**src/rtl/pow_n_pipe_hs_if.sv**
```systemverilog
// ============================================================================
// Module      : pow_n_pipe_hs_if
// Description : Operand/result handshake bundle for the pow_n_pipe_hs unit.
// Revision    : 1.0 - initial release
// ============================================================================
`default_nettype none

interface pow_n_pipe_hs_if #(
    parameter int W   = 8,
    parameter int POW = 5,
    parameter int RW  = 32
) ();
    logic           n_vld;
    logic           n_rdy;
    logic [W-1:0]   n;
    logic           res_vld;
    logic           res_rdy;
    logic [RW-1:0]  res;
    logic           res_ovf;
    logic [POW-2:0] stage_vld;

    modport master (
        output n_vld, n, res_rdy,
        input  n_rdy, res_vld, res, res_ovf, stage_vld
    );

    modport slave (
        input  n_vld, n, res_rdy,
        output n_rdy, res_vld, res, res_ovf, stage_vld
    );
endinterface

`default_nettype wire

```
**src/rtl/pow_n_pipe_hs.sv**
```systemverilog
// ============================================================================
// Module      : pow_n_pipe_hs
// Description : n^POW mod 2^RW over POW-1 elastic multiply stages with sticky
//               overflow and bubble-collapsing valid/ready flow control.
// Revision    : 1.0 - initial release
// ============================================================================
`default_nettype none

module pow_n_pipe_hs #(
    parameter int W   = 8,
    parameter int POW = 5,
    parameter int RW  = 32
) (
    input  logic             clk,
    input  logic             rst,
    pow_n_pipe_hs_if.slave   bus
);
    localparam int c_NS = POW - 1;
    localparam int c_PW = 2 * RW;

    logic [c_NS-1:0] r_vld;
    logic [c_NS-1:0] r_o;
    logic [W-1:0]    r_a [c_NS];
    logic [RW-1:0]   r_p [c_NS];
    logic [c_NS-1:0] w_rdy;
    logic [c_NS-1:0] w_up_vld;

    for (genvar i = 0; i < c_NS; i++) begin : g_stage
        logic [c_PW-1:0] w_prod;
        logic [W-1:0]    w_a_in;
        logic            w_o_in;

        // A stage can move unless it and every stage after it are full and
        // the sink is stalling; this is the ready chain unrolled.
        assign w_rdy[i] = bus.res_rdy | ~(&r_vld[c_NS-1:i]);

        if (i == 0) begin : g_first
            assign w_up_vld[i] = bus.n_vld;
            assign w_a_in      = bus.n;
            assign w_o_in      = 1'b0;
            assign w_prod      = {{(c_PW-W){1'b0}}, bus.n} * {{(c_PW-W){1'b0}}, bus.n};
        end else begin : g_rest
            assign w_up_vld[i] = r_vld[i-1];
            assign w_a_in      = r_a[i-1];
            assign w_o_in      = r_o[i-1];
            assign w_prod      = {{RW{1'b0}}, r_p[i-1]} * {{(c_PW-W){1'b0}}, r_a[i-1]};
        end

        always_ff @(posedge clk) begin
            if (rst) begin
                r_vld[i] <= 1'b0;
                r_a[i]   <= '0;
                r_p[i]   <= '0;
                r_o[i]   <= 1'b0;
            end else if (w_rdy[i]) begin
                r_vld[i] <= w_up_vld[i];
                if (w_up_vld[i]) begin
                    r_a[i] <= w_a_in;
                    r_p[i] <= w_prod[RW-1:0];
                    r_o[i] <= w_o_in | (|w_prod[c_PW-1:RW]);
                end
            end
        end
    end

    assign bus.n_rdy     = w_rdy[0];
    assign bus.res_vld   = r_vld[c_NS-1];
    assign bus.res       = r_p[c_NS-1];
    assign bus.res_ovf   = r_o[c_NS-1];
    assign bus.stage_vld = r_vld;

endmodule

`default_nettype wire
```
**src/flat_wrapper.sv**
```systemverilog
// flat-port wrapper written by rule: the top's interface ports become plain ports
module pow_n_pipe_hs_flat 
#(
    parameter int W   = 8,
    parameter int POW = 5,
    parameter int RW  = 32
)
  (clk, rst, bus_n_vld, bus_n, bus_res_rdy, bus_n_rdy, bus_res_vld, bus_res, bus_res_ovf, bus_stage_vld);
  pow_n_pipe_hs_if #(.W(W), .POW(POW), .RW(RW)) bus_i ();
  input  logic clk;
  input  logic rst;
  input wire logic [$bits(bus_i.n_vld)-1:0] bus_n_vld;
  input wire logic [$bits(bus_i.n)-1:0] bus_n;
  input wire logic [$bits(bus_i.res_rdy)-1:0] bus_res_rdy;
  output wire logic [$bits(bus_i.n_rdy)-1:0] bus_n_rdy;
  output wire logic [$bits(bus_i.res_vld)-1:0] bus_res_vld;
  output wire logic [$bits(bus_i.res)-1:0] bus_res;
  output wire logic [$bits(bus_i.res_ovf)-1:0] bus_res_ovf;
  output wire logic [$bits(bus_i.stage_vld)-1:0] bus_stage_vld;
  assign bus_i.n_vld = bus_n_vld;
  assign bus_i.n = bus_n;
  assign bus_i.res_rdy = bus_res_rdy;
  assign bus_n_rdy = bus_i.n_rdy;
  assign bus_res_vld = bus_i.res_vld;
  assign bus_res = bus_i.res;
  assign bus_res_ovf = bus_i.res_ovf;
  assign bus_stage_vld = bus_i.stage_vld;
  pow_n_pipe_hs #(.W(W), .POW(POW), .RW(RW)) u_core (.clk(clk), .rst(rst), .bus(bus_i));
endmodule
```
**config.mk**
```make
export PLATFORM = sky130hd
export DESIGN_NAME = pow_n_pipe_hs_flat
export DESIGN_NICKNAME = d
export VERILOG_FILES = /design/src/rtl/pow_n_pipe_hs_if.sv /design/src/rtl/pow_n_pipe_hs.sv /design/src/flat_wrapper.sv
export SDC_FILE = /design/constraint.sdc
export NUM_CORES = 1
export LEC_CHECK = 0
export ABC_AREA = 1
export BUFFER_PORTS_ARGS = -buffer_cell sky130_fd_sc_hd__buf_4
export CAP_MARGIN = 15
export CORE_MARGIN = 5
export CORE_UTILIZATION = 45
export DETAILED_ROUTE_END_ITERATION = 10
export GPL_TIMING_DRIVEN = 0
export PLACE_DENSITY_LB_ADDON = 0.2
export SLEW_MARGIN = 20
export SYNTH_ARGS = -nofsm -noshare
export SYNTH_HDL_FRONTEND = slang
export SYNTH_SLANG_ARGS = --single-unit
export TNS_END_PERCENT = 5
```
**constraint.sdc**
```tcl
create_clock -name clk -period 8.15 [get_ports clk]
set_input_delay 0 -clock clk [delete_from_list [all_inputs] [get_ports clk]]
set_output_delay 0 -clock clk [all_outputs]
set_load 0.02 [all_outputs]
```
==> results.sh, run 1 <==
export IMPL_arrival_ns=6.02
export IMPL_yosysWarnings=0
export IMPL_port_buffers=42
export IMPL_cts_buffer_depth=2
export IMPL_numCtsBuffers=17
export IMPL_cp_top_family="adder cells"
export IMPL_fin_hold_ws_ns=0.0271
export IMPL_cp_required_ns=8.37
export IMPL_hold_viol_final=0
export IMPL_clkLatencyLatePin_ns=0.48
export IMPL_vias=21100
export IMPL_hpwl_um=52700
export IMPL_wl_met1_um=29900
export IMPL_path_clk_slew_ns=0.06
export IMPL_top_layer="met4"
export IMPL_floorplan_initialDensity_pct=45.3
export IMPL_layout_drive_gt1_share_pct=4.43
export IMPL_syn_to_final_growth_pct=7.14
export IMPL_synthArstFlopShare_pct=0
export IMPL_cp_buffers_inverters=7
export IMPL_antenna_found_initial=1
export IMPL_routed_wl_um=62900
export IMPL_fp_dieH_um=251
export IMPL_crit_slowest_cell="clkbuf_1"
export IMPL_core_area_um2=57500
export IMPL_final_nets=4165
export IMPL_period_minus_slack_ns=5.80
export IMPL_clock_skew_ns=0.0100
export IMPL_routed_wl_met3_um=4710
export IMPL_max_slew_worst_pin_slew_ns=0.895
export IMPL_start_kind="flop"
export IMPL_grt_first_pass_wirelength_um=106000
export IMPL_fp_row_count=88
export IMPL_status="complete, no violations"
export IMPL_fmax_ghz=0.172
export IMPL_yosysUniqueCellTypes=46
export IMPL_cts_max_level=4
export IMPL_tns_ns=0
export IMPL_synthesis_instances=3468
export IMPL_drc=0
export IMPL_cts_root_buf="clkbuf_16"
export IMPL_slowest_delay_ns=0.63
export IMPL_final_common_cell="inv_1"
export IMPL_dieWidth_um=251
export IMPL_diodes=0
export IMPL_slew_headroom_pct=40.2
export IMPL_drtPass1Iterations=6
export IMPL_first_global_vias=21000
export IMPL_final_util_pct=48.5
export IMPL_grt_total_usage_pct=21.0
export IMPL_die_area_um2=62800
export IMPL_crit_path_end_kind="flop"
export IMPL_synth_edf_count=126
export IMPL_path_max_fanout=10
export IMPL_wire_per_inst_um=14.6
export IMPL_num_fill_cells=5868
export IMPL_peakVddDrop_mv=0.187
export IMPL_cts_tree="built"
export IMPL_vias_per_cell=4.89
export IMPL_grt_overflow_total=0
export IMPL_yosysSeqAreaShare_pct=15.0
export IMPL_place_congestion=0.910
export IMPL_grt_max_degree=34
export IMPL_synth_avg_cell_area_um2=7.51
export IMPL_fin_crit_sh_pct=71.2
export IMPL_mostFrequentLayoutCells="1000 x inv_1, 912 x nand2_1, 426 x fa_1"
export IMPL_crit_chain="clkbuf_1, clkbuf_1, nand2_1, fa_1, fa_1, inv_1, fa_1, inv_1, fa_1, inv_1, ha_1, a21oi_1, inv_1, a21oi_1, inv_1, nand2_1, nand2_1, a21oi_1, o21ai_0, o21ai_0, a21oi_1"
export IMPL_drv_cap=0
export IMPL_worst_path_most_repeated_cell="inv_1"
export IMPL_grt_setup_unrepaired="no"
export IMPL_ctsResizeCount=0
export IMPL_placed_area_um2=27300
export IMPL_wl_met2_um=27200
export IMPL_leakagePower_uw=0.0163
export IMPL_synthFlopType="edfxtp_1"
export IMPL_drt_iter0_drc=1684
export IMPL_synth_seq_cells=132
export IMPL_worstSetupPathType="reg -> reg"
export IMPL_clkSinkCount=132
export IMPL_io_pins=51
export IMPL_power_density_nw_per_um2=145
export IMPL_maxSlewViolCount=0
export IMPL_drtAntennaViolNets=0
export IMPL_hold_class="in -> reg"
export IMPL_finalSetupViolations=0
export IMPL_final_cell_area_um2=27900
export IMPL_syn_area_um2=26000
export IMPL_total_power_uw=4050
## metal layers
layer  vias to the layer above  GRT usage, %
li1                      10300             -
met1                     10200          31.0
met2                       554          31.9
met3                        76          4.32
met4                         0          4.97
met5                         -             0
## power by group
| part | internal (uW) | total, uW | switching, uW |
|---|---|---|---|
| registers | 809 | 830 | 20.5 |
| clock network | 391 | 726 | 335 |
| logic | 846 | 2490 | 1640 |
| total | 2050 | 4050 | 2000 |
## through the flow
stage | cells | setup slack, ns
6_report | 4311 | 2.35
5_1_grt | 4311 | 2.03
4_1_cts | 4311 | 2.42
3_5_place_dp | 4277 | 2.43
3_3_place_gp | 4276 | 2.38
2_1_floorplan | 3469 | 3.56
## final cells by class
class	instances	area [um2]	share of cell area [%]
multi-input cells	2176	17700	63.6
clock buffers	19	433	1.55
plain buffers	156	638	2.29
well taps	765	957	3.43
clock inverters	13	103	0.368
inverters	1005	3770	13.5
repair buffers	45	355	1.27
flip-flops and latches	132	3900	14.0
## synthesized netlist by cell type, types with 2 or more instances
master    count  area share [%]
a31oi_1       7            0.17
o21a_1       12            0.35
a21oi_2       2           0.067
o21ai_2       3            0.10
fa_1        426              33
nand3_1      58             1.1
inv_1      1000              14
o211ai_1      2           0.058
dfxtp_1       6            0.46
a221oi_1      3            0.10
o21ai_1       4           0.077
buf_1        11            0.16
nand3_2       3            0.12
nor3b_1       3           0.087
clkbuf_2     37            0.71
inv_2         2           0.029
buf_2         2           0.038
nor3_1       23            0.44
nand2_1     915              13
a21o_1       16            0.46
nor2_2        8            0.19
a21oi_1     183             3.5
nor2_1      147             2.1
a31o_2        2           0.067
edfxtp_1    126              15
nand4_1       9            0.22
xor2_1        5            0.17
o21ai_0      97             1.9
o21bai_1     19            0.55
clkinv_1      3           0.043
nand2_2      17            0.41
clkbuf_1    105             1.5
xnor2_1       5            0.17
nor3_2        2           0.077
ha_1        194             9.3
## cells by family after synthesis
group	Yosys count	synth area share, %
compound gates	356	7.56
simple gates	1188	18.1
buf+inv	1161	16.9
xor+xnor	10	0.336
fa+ha+maj	620	42.1
flops	132	15.0
other cells	1	0.0144
## state kept, by name, indices dropped and copies added (netlist names)
register / count
u_core.r_a: 23
u_core.bus.res_vld: 1
u_core.r_p: 103
u_core.bus.res_ovf: 1
u_core.g_stage.w_o_in: 1
u_core.bus.stage_vld: 3
## worst min-delay path: cells and delay by family
kind | cells | cell delay [ns]
and+or+nand+nor | 1 | 0.04
buffers and inverters | 2 | 0.30
## worst paths after layout
check                                   startpoint            endpoint  slack (ns)  depth (start not counted)
worst max register to register   u_core.r_a[0][13]   u_core.r_p[2][28]        2.35                         21
worst min register to register  u_core.bus.res_ovf  u_core.bus.res_ovf        0.47                          2
worst max-delay path             u_core.r_a[0][13]   u_core.r_p[2][28]        2.35                         21
worst min-delay path                      bus_n[7]    u_core.r_a[0][7]        0.03                          3
## timing repair
action / CTS / global route
setup endpoints to repair: 0 / 0
hold buffers: 2 / 0
buffers inserted: 0 / 0
endpoints found under the hold margin: 4 / 0
Power figures use the tool's default switching activity.
==> inputs of run 2 (changes only) <==
==> constraint.sdc (replaced) <==
create_clock -name clk -period 5.8 [get_ports clk]
set_input_delay 0 -clock clk [delete_from_list [all_inputs] [get_ports clk]]
set_output_delay 0 -clock clk [all_outputs]
set_load 0.02 [all_outputs]
==> run 2 against run 1 <==
  * Final cell count is essentially flat
  * Wire length is 0.16% lower
  * Design area rose by 0.11%
  * Critical path type unchanged
  * Critical endpoint unchanged
  * Highest routed layer unchanged
==> results.sh, run 2 (same netlist as run 1, synthesis figures left out) <==
export IMPL_status="complete, no violations"
export IMPL_path_clk_slew_ns=0.06
export IMPL_peakVddDrop_mv=0.261
export IMPL_io_pins=51
export IMPL_slew_headroom_pct=40.2
export IMPL_drtPass1Iterations=7
export IMPL_core_area_um2=57500
export IMPL_dieWidth_um=251
export IMPL_crit_slowest_cell="edfxtp_1"
export IMPL_min_delay_start="bus_n[7]"
export IMPL_cts_buffer_depth=2
export IMPL_drv_cap=0
export IMPL_final_common_cell="inv_1"
export IMPL_diodes=0
export IMPL_hpwl_um=52700
export IMPL_fin_hold_ws_ns=0.0314
export IMPL_slowest_delay_ns=0.79
export IMPL_hold_class="in -> reg"
export IMPL_max_slew_worst_pin_slew_ns=0.895
export IMPL_hold_viol_final=0
export IMPL_pre_cts_slack_ns=0.0832
export IMPL_numCtsBuffers=17
export IMPL_path_max_fanout=10
export IMPL_worst_path_most_repeated_cell="inv_1"
export IMPL_worstSetupPathType="reg -> reg"
export IMPL_grt_max_degree=34
export IMPL_wire_per_inst_um=14.6
export IMPL_period_minus_slack_ns=5.56
export IMPL_timing_rr_end="u_core.r_p[2][28]"
export IMPL_power_density_nw_per_um2=204
export IMPL_port_buffers=42
export IMPL_drt_iter0_drc=1748
export IMPL_arrival_ns=5.78
export IMPL_first_global_vias=21000
export IMPL_routed_wl_um=62800
export IMPL_cts_tree="built"
export IMPL_start_kind="flop"
export IMPL_tns_ns=0
export IMPL_cts_max_level=4
export IMPL_maxSlewViolCount=0
export IMPL_grt_overflow_total=0
export IMPL_crit_chain="clkbuf_1, nand2_1, fa_1, fa_1, inv_1, fa_1, inv_1, fa_1, inv_1, ha_1, a21oi_1, inv_1, a21oi_1, inv_1, nand2_1, nand2_1, a21oi_1, o21ai_0, o21ai_0, a21oi_1"
export IMPL_leakagePower_uw=0.0164
export IMPL_drtAntennaViolNets=0
export IMPL_clock_skew_ns=0.00976
export IMPL_antenna_found_initial=1
export IMPL_grt_setup_unrepaired="yes"
export IMPL_syn_to_final_growth_pct=7.26
export IMPL_mostFrequentLayoutCells="1000 x inv_1, 912 x nand2_1, 426 x fa_1"
export IMPL_fmax_ghz=0.180
export IMPL_vias=21000
export IMPL_fin_crit_sh_pct=95.8
export IMPL_clkLatencyLatePin_ns=0.48
export IMPL_floorplan_initialDensity_pct=45.3
export IMPL_whs_endpoint="u_core.r_a[0][7]"
export IMPL_layout_setup_ws_ns=0.242
export IMPL_grt_total_usage_pct=21.0
export IMPL_finalSetupViolations=0
export IMPL_reg2reg_depth=20
export IMPL_grt_first_pass_wirelength_um=106000
export IMPL_rrSetupSlack_ns=0.24
export IMPL_hold_path_depth=3
export IMPL_die_area_um2=62800
export IMPL_largest_register="u_core.r_p"
export IMPL_drc=0
export IMPL_crit_path_end_kind="flop"
export IMPL_layout_drive_gt1_share_pct=4.91
export IMPL_fp_row_count=88
export IMPL_cts_root_buf="clkbuf_16"
export IMPL_fp_dieH_um=251
export IMPL_largest_reg_flops=103
export IMPL_vias_per_cell=4.88
export IMPL_clkSinkCount=132
export IMPL_final_nets=4164
export IMPL_cp_required_ns=6.02
export IMPL_rr_startpoint="u_core.r_a[0][14]"
export IMPL_place_congestion=0.910
-- run 2: cell count changes in the layout (fill, tap and decap cells not counted) --
cell and change:
buf_4 +4, clkbuf_4 +1, clkbuf_1 -18, clkbuf_2 +12
-- run 2: power breakdown --
part / internal (uW) / switching, uW
Combinational: 1190 / 2300
Clock: 549 / 470
Sequential: 1140 / 37.3
-- run 2: worst max-delay path by stage --
stage                                 start                 to  cells past startpoint
after floorplan           u_core.r_a[0][10]  u_core.r_p[2][28]                     21
after global placement    u_core.r_a[0][13]  u_core.r_p[2][28]                     21
after detailed placement  u_core.r_a[0][13]  u_core.r_p[2][28]                     21
after CTS                 u_core.r_a[0][13]  u_core.r_p[2][28]                     21
after global routing      u_core.r_a[0][14]  u_core.r_p[2][28]                     20
final                     u_core.r_a[0][14]  u_core.r_p[2][28]                     20
-- run 2: metal layers --
metal,wire length (um),up-vias,track usage [%]
met2,27100,579,31.9
met4,1160,0,4.97
met3,5030,75,4.32
met1,29500,10100,31.0
li1,-,10300,-
met5,0,-,0
-- run 2: critical path: cells and delay by family (launching register included) --
family	cells	cell delay, ns
AOI/OAI and AO/OA	6	0.94
adders and majority gates	5	2.25
buffers and inverters	6	0.90
DFF	1	0.79
and+or+nand+nor	3	0.40
-- run 2: repair_timing --
action | in CTS | in global routing
hold buffers | 2 | 0
gates resized for setup | 0 | 28
buffers inserted | 0 | 4
endpoints found under the setup margin | 0 | 16
endpoints found under the hold margin | 4 | 0
-- run 2: through the flow --
stage	instances	total power (uW)	instance area, um2	utilization (%)
floorplan	3469	3830	26000	-
global placement	4276	4670	27300	47.5
detailed placement	4277	4690	27300	47.6
CTS	4311	5730	27900	48.5
global route	4310	6350	27900	48.6
finish	4310	5680	27900	48.6
-- run 2: final cells by class --
| type | count | area [um2] |
|---|---|---|
| Multi-Input combinational cell | 2176 | 17700 |
| Inverter | 1005 | 3770 |
| Buffer | 151 | 638 |
| Clock buffer | 19 | 433 |
| Timing Repair Buffer | 49 | 385 |
| Fill cell | 5870 | 29600 |
| Tap cell | 765 | 957 |
| Clock inverter | 13 | 103 |
| Sequential cell | 132 | 3900 |
==> inputs of run 3 (changes only) <==
--- a/config.mk
+++ b/config.mk
@@ -6,7 +6,7 @@
 export NUM_CORES = 1
 export LEC_CHECK = 0
 export ABC_AREA = 1
-export BUFFER_PORTS_ARGS = -buffer_cell sky130_fd_sc_hd__buf_4
+export BUFFER_PORTS_ARGS = -buffer_cell sky130_fd_sc_hd__buf_2
 export CAP_MARGIN = 15
 export CORE_MARGIN = 5
 export CORE_UTILIZATION = 45
==> run 3 against run 2 <==
  * Highest routed layer unchanged
  * Sequential cell count did not move
  * Critical path type unchanged
  * Wire length rose by 0.97%
  * Count of clock-buffer cells in the layout rose by 1
  * Sequential power barely moved
  * Register-to-register slack got worse by 0.13 ns
  * Final cell count barely moved
  * Setup slack got worse by 0.13 ns
  * Critical endpoint is now u_core.r_p[3][31]
==> results.sh, run 3 (same netlist as run 1, synthesis figures left out) <==
export IMPL_status="complete, no violations"
export IMPL_post_cts_buffers=0
export IMPL_vias=20900
export IMPL_cts_tree="built"
export IMPL_fin_cells=4307
export IMPL_clkLatencyLatePin_ns=0.49
export IMPL_arrival_ns=5.92
export IMPL_tns_ns=0
export IMPL_layout_drive_gt1_share_pct=4.74
export IMPL_routed_wl_um=63400
export IMPL_crit_path_end_kind="flop"
export IMPL_port_buffers=42
export IMPL_fp_row_count=88
export IMPL_leakagePower_uw=0.0164
export IMPL_min_delay_start="rst"
export IMPL_numCtsBuffers=17
export IMPL_place_congestion=0.916
export IMPL_path_max_fanout=10
export IMPL_reg2reg_depth=19
export IMPL_clock_skew_ns=0.0118
export IMPL_cts_buffer_depth=2
export IMPL_core_area_um2=57500
export IMPL_grt_setup_unrepaired="yes"
export IMPL_whs_endpoint="u_core.bus.stage_vld[1]"
export IMPL_total_power_uw=5830
export IMPL_drtPass1Iterations=6
export IMPL_syn_to_final_growth_pct=7.03
export IMPL_slowest_delay_ns=0.66
export IMPL_rrSetupSlack_ns=0.11
export IMPL_seqPwrFrac_pct=20.2
export IMPL_max_slew_worst_pin_slew_ns=0.899
export IMPL_crit_slowest_cell="clkbuf_1"
export IMPL_antenna_found_initial=0
export IMPL_final_common_cell="inv_1"
export IMPL_power_density_nw_per_um2=209
export IMPL_wire_per_inst_um=14.7
export IMPL_drv_cap=0
export IMPL_period_minus_slack_ns=5.69
export IMPL_maxSlewViolCount=0
export IMPL_final_nets=4161
export IMPL_hold_viol_final=0
export IMPL_cts_root_buf="clkbuf_16"
export IMPL_grt_total_usage_pct=21.1
export IMPL_final_cell_area_um2=27900
export IMPL_hpwl_um=52800
export IMPL_dp_cells=4277
export IMPL_p_int_uw=3010
export IMPL_drtAntennaViolNets=0
export IMPL_rr_startpoint="u_core.r_a[1][3]"
export IMPL_peakVddDrop_mv=0.259
export IMPL_layout_setup_ws_ns=0.110
export IMPL_cts_max_level=4
export IMPL_timing_rr_end="u_core.r_p[3][31]"
export IMPL_grt_first_pass_wirelength_um=107000
export IMPL_pre_cts_slack_ns=-0.0331
export IMPL_grt_max_degree=34
export IMPL_cp_required_ns=6.03
export IMPL_grt_overflow_total=0
export IMPL_hold_path_depth=2
export IMPL_first_global_vias=21000
export IMPL_drc=0
export IMPL_p_clk_share_pct=19.9
export IMPL_drt_iter0_drc=1699
export IMPL_p_comb_share_pct=59.9
export IMPL_largest_reg_flops=103
export IMPL_path_clk_slew_ns=0.07
export IMPL_placed_area_um2=27200
export IMPL_fmax_ghz=0.176
export IMPL_p_switching_uw=2820
export IMPL_swShare_pct=48.4
export IMPL_start_kind="flop"
export IMPL_num_fill_cells=5818
export IMPL_startpoint="u_core.r_a[1][3]"
export IMPL_slew_headroom_pct=40.0
export IMPL_fp_dieH_um=251
export IMPL_dieWidth_um=251
export IMPL_hold_class="in -> reg"
export IMPL_fin_crit_sh_pct=98.1
export IMPL_vias_per_cell=4.86
export IMPL_mostFrequentLayoutCells="1000 x inv_1, 912 x nand2_1, 426 x fa_1"
export IMPL_largest_register="u_core.r_p"
export IMPL_finalSetupViolations=0
export IMPL_io_pins=51
export IMPL_worstSetupPathType="reg -> reg"
export IMPL_floorplan_initialDensity_pct=45.3
export IMPL_crit_chain="clkbuf_1, nand2_1, inv_1, fa_1, fa_1, fa_1, inv_1, fa_1, inv_1, ha_1, nand2_2, nor2_2, inv_1, nor3_1, a21oi_1, o21ai_2, a31oi_1, o21ai_1, a21oi_1"
export IMPL_die_area_um2=62800
export IMPL_diodes=0
export IMPL_clkSinkCount=132
[run 3: changes by cell type in the layout (fill, tap and decap cells not counted), moves of 2 or more]
| cell | before | now |
|---|---|---|
| buf_4 | 47 | 1 |
| buf_2 | 2 | 44 |
| bufinv_16 | 0 | 3 |
| clkbuf_1 | 89 | 92 |
| clkinv_2 | 2 | 0 |
| clkinvlp_4 | 3 | 1 |
[run 3: cell type report]
cell class	count	area (um2)	area share [%]
clock inverters	12	170	0.611
inverters	1005	3770	13.5
plain buffers	151	633	2.27
multi-input cells	2176	17700	63.6
well taps	765	957	3.44
clock buffers	20	437	1.57
repair buffers	46	260	0.934
flip-flops and latches	132	3900	14.0
[run 3: how the worst max path moves through the flow]
| stage | end | slack, ns | cells past startpoint |
|---|---|---|---|
| floorplan | u_core.r_p[2][28] | 1.21 | 21 |
| global placement | u_core.r_p[2][28] | 0.001 | 21 |
| detailed placement | u_core.r_p[2][28] | -0.03 | 21 |
| CTS | u_core.r_p[2][28] | 0.02 | 21 |
| global route | u_core.r_p[3][31] | -0.06 | 19 |
| finish | u_core.r_p[3][31] | 0.11 | 19 |
[run 3: what timing repair did]
action                                  CTS  global route
gates cloned                              0             0
hold endpoints to repair                  5             0
hold buffers                              3             0
resized for setup                         1            20
endpoints found under the setup margin    1            18
[run 3: metal layers]
metal | track usage, % | part of all wire (%)
met1 | 31.3 | 47
met2 | 32.9 | 44
met4 | 4.26 | 1.2
met3 | 3.61 | 7.3
met5 | 0 | 0
[run 3: critical path, delay by kind of cell (launching register included)]
family                     cells  cell delay, ns
DFF                            1            0.60
and+or+nand+nor                4            0.77
AOI/OAI and AO/OA              5            0.86
adders and majority gates      5            2.30
buffers and inverters          5            0.93
[run 3: stage by stage]
stage / util (%) / hold WS (ns)
2_1_floorplan: - / 0.155
3_5_place_dp: 47.4 / 0.270
6_report: 48.5 / 0.0424
3_3_place_gp: 47.3 / 0.273
4_1_cts: 48.5 / 0.00581
5_1_grt: 48.5 / 0.0666
[run 3: power by group through the flow]
stage | clock, uW | combinational [uW] | sequential, uW
finish | 1160 | 3490 | 1180
global route | 1230 | 4070 | 1180
CTS | 1200 | 3520 | 1160
detailed placement | 0 | 3500 | 1180
global placement | 0 | 3480 | 1180
floorplan | 0 | 2640 | 1190
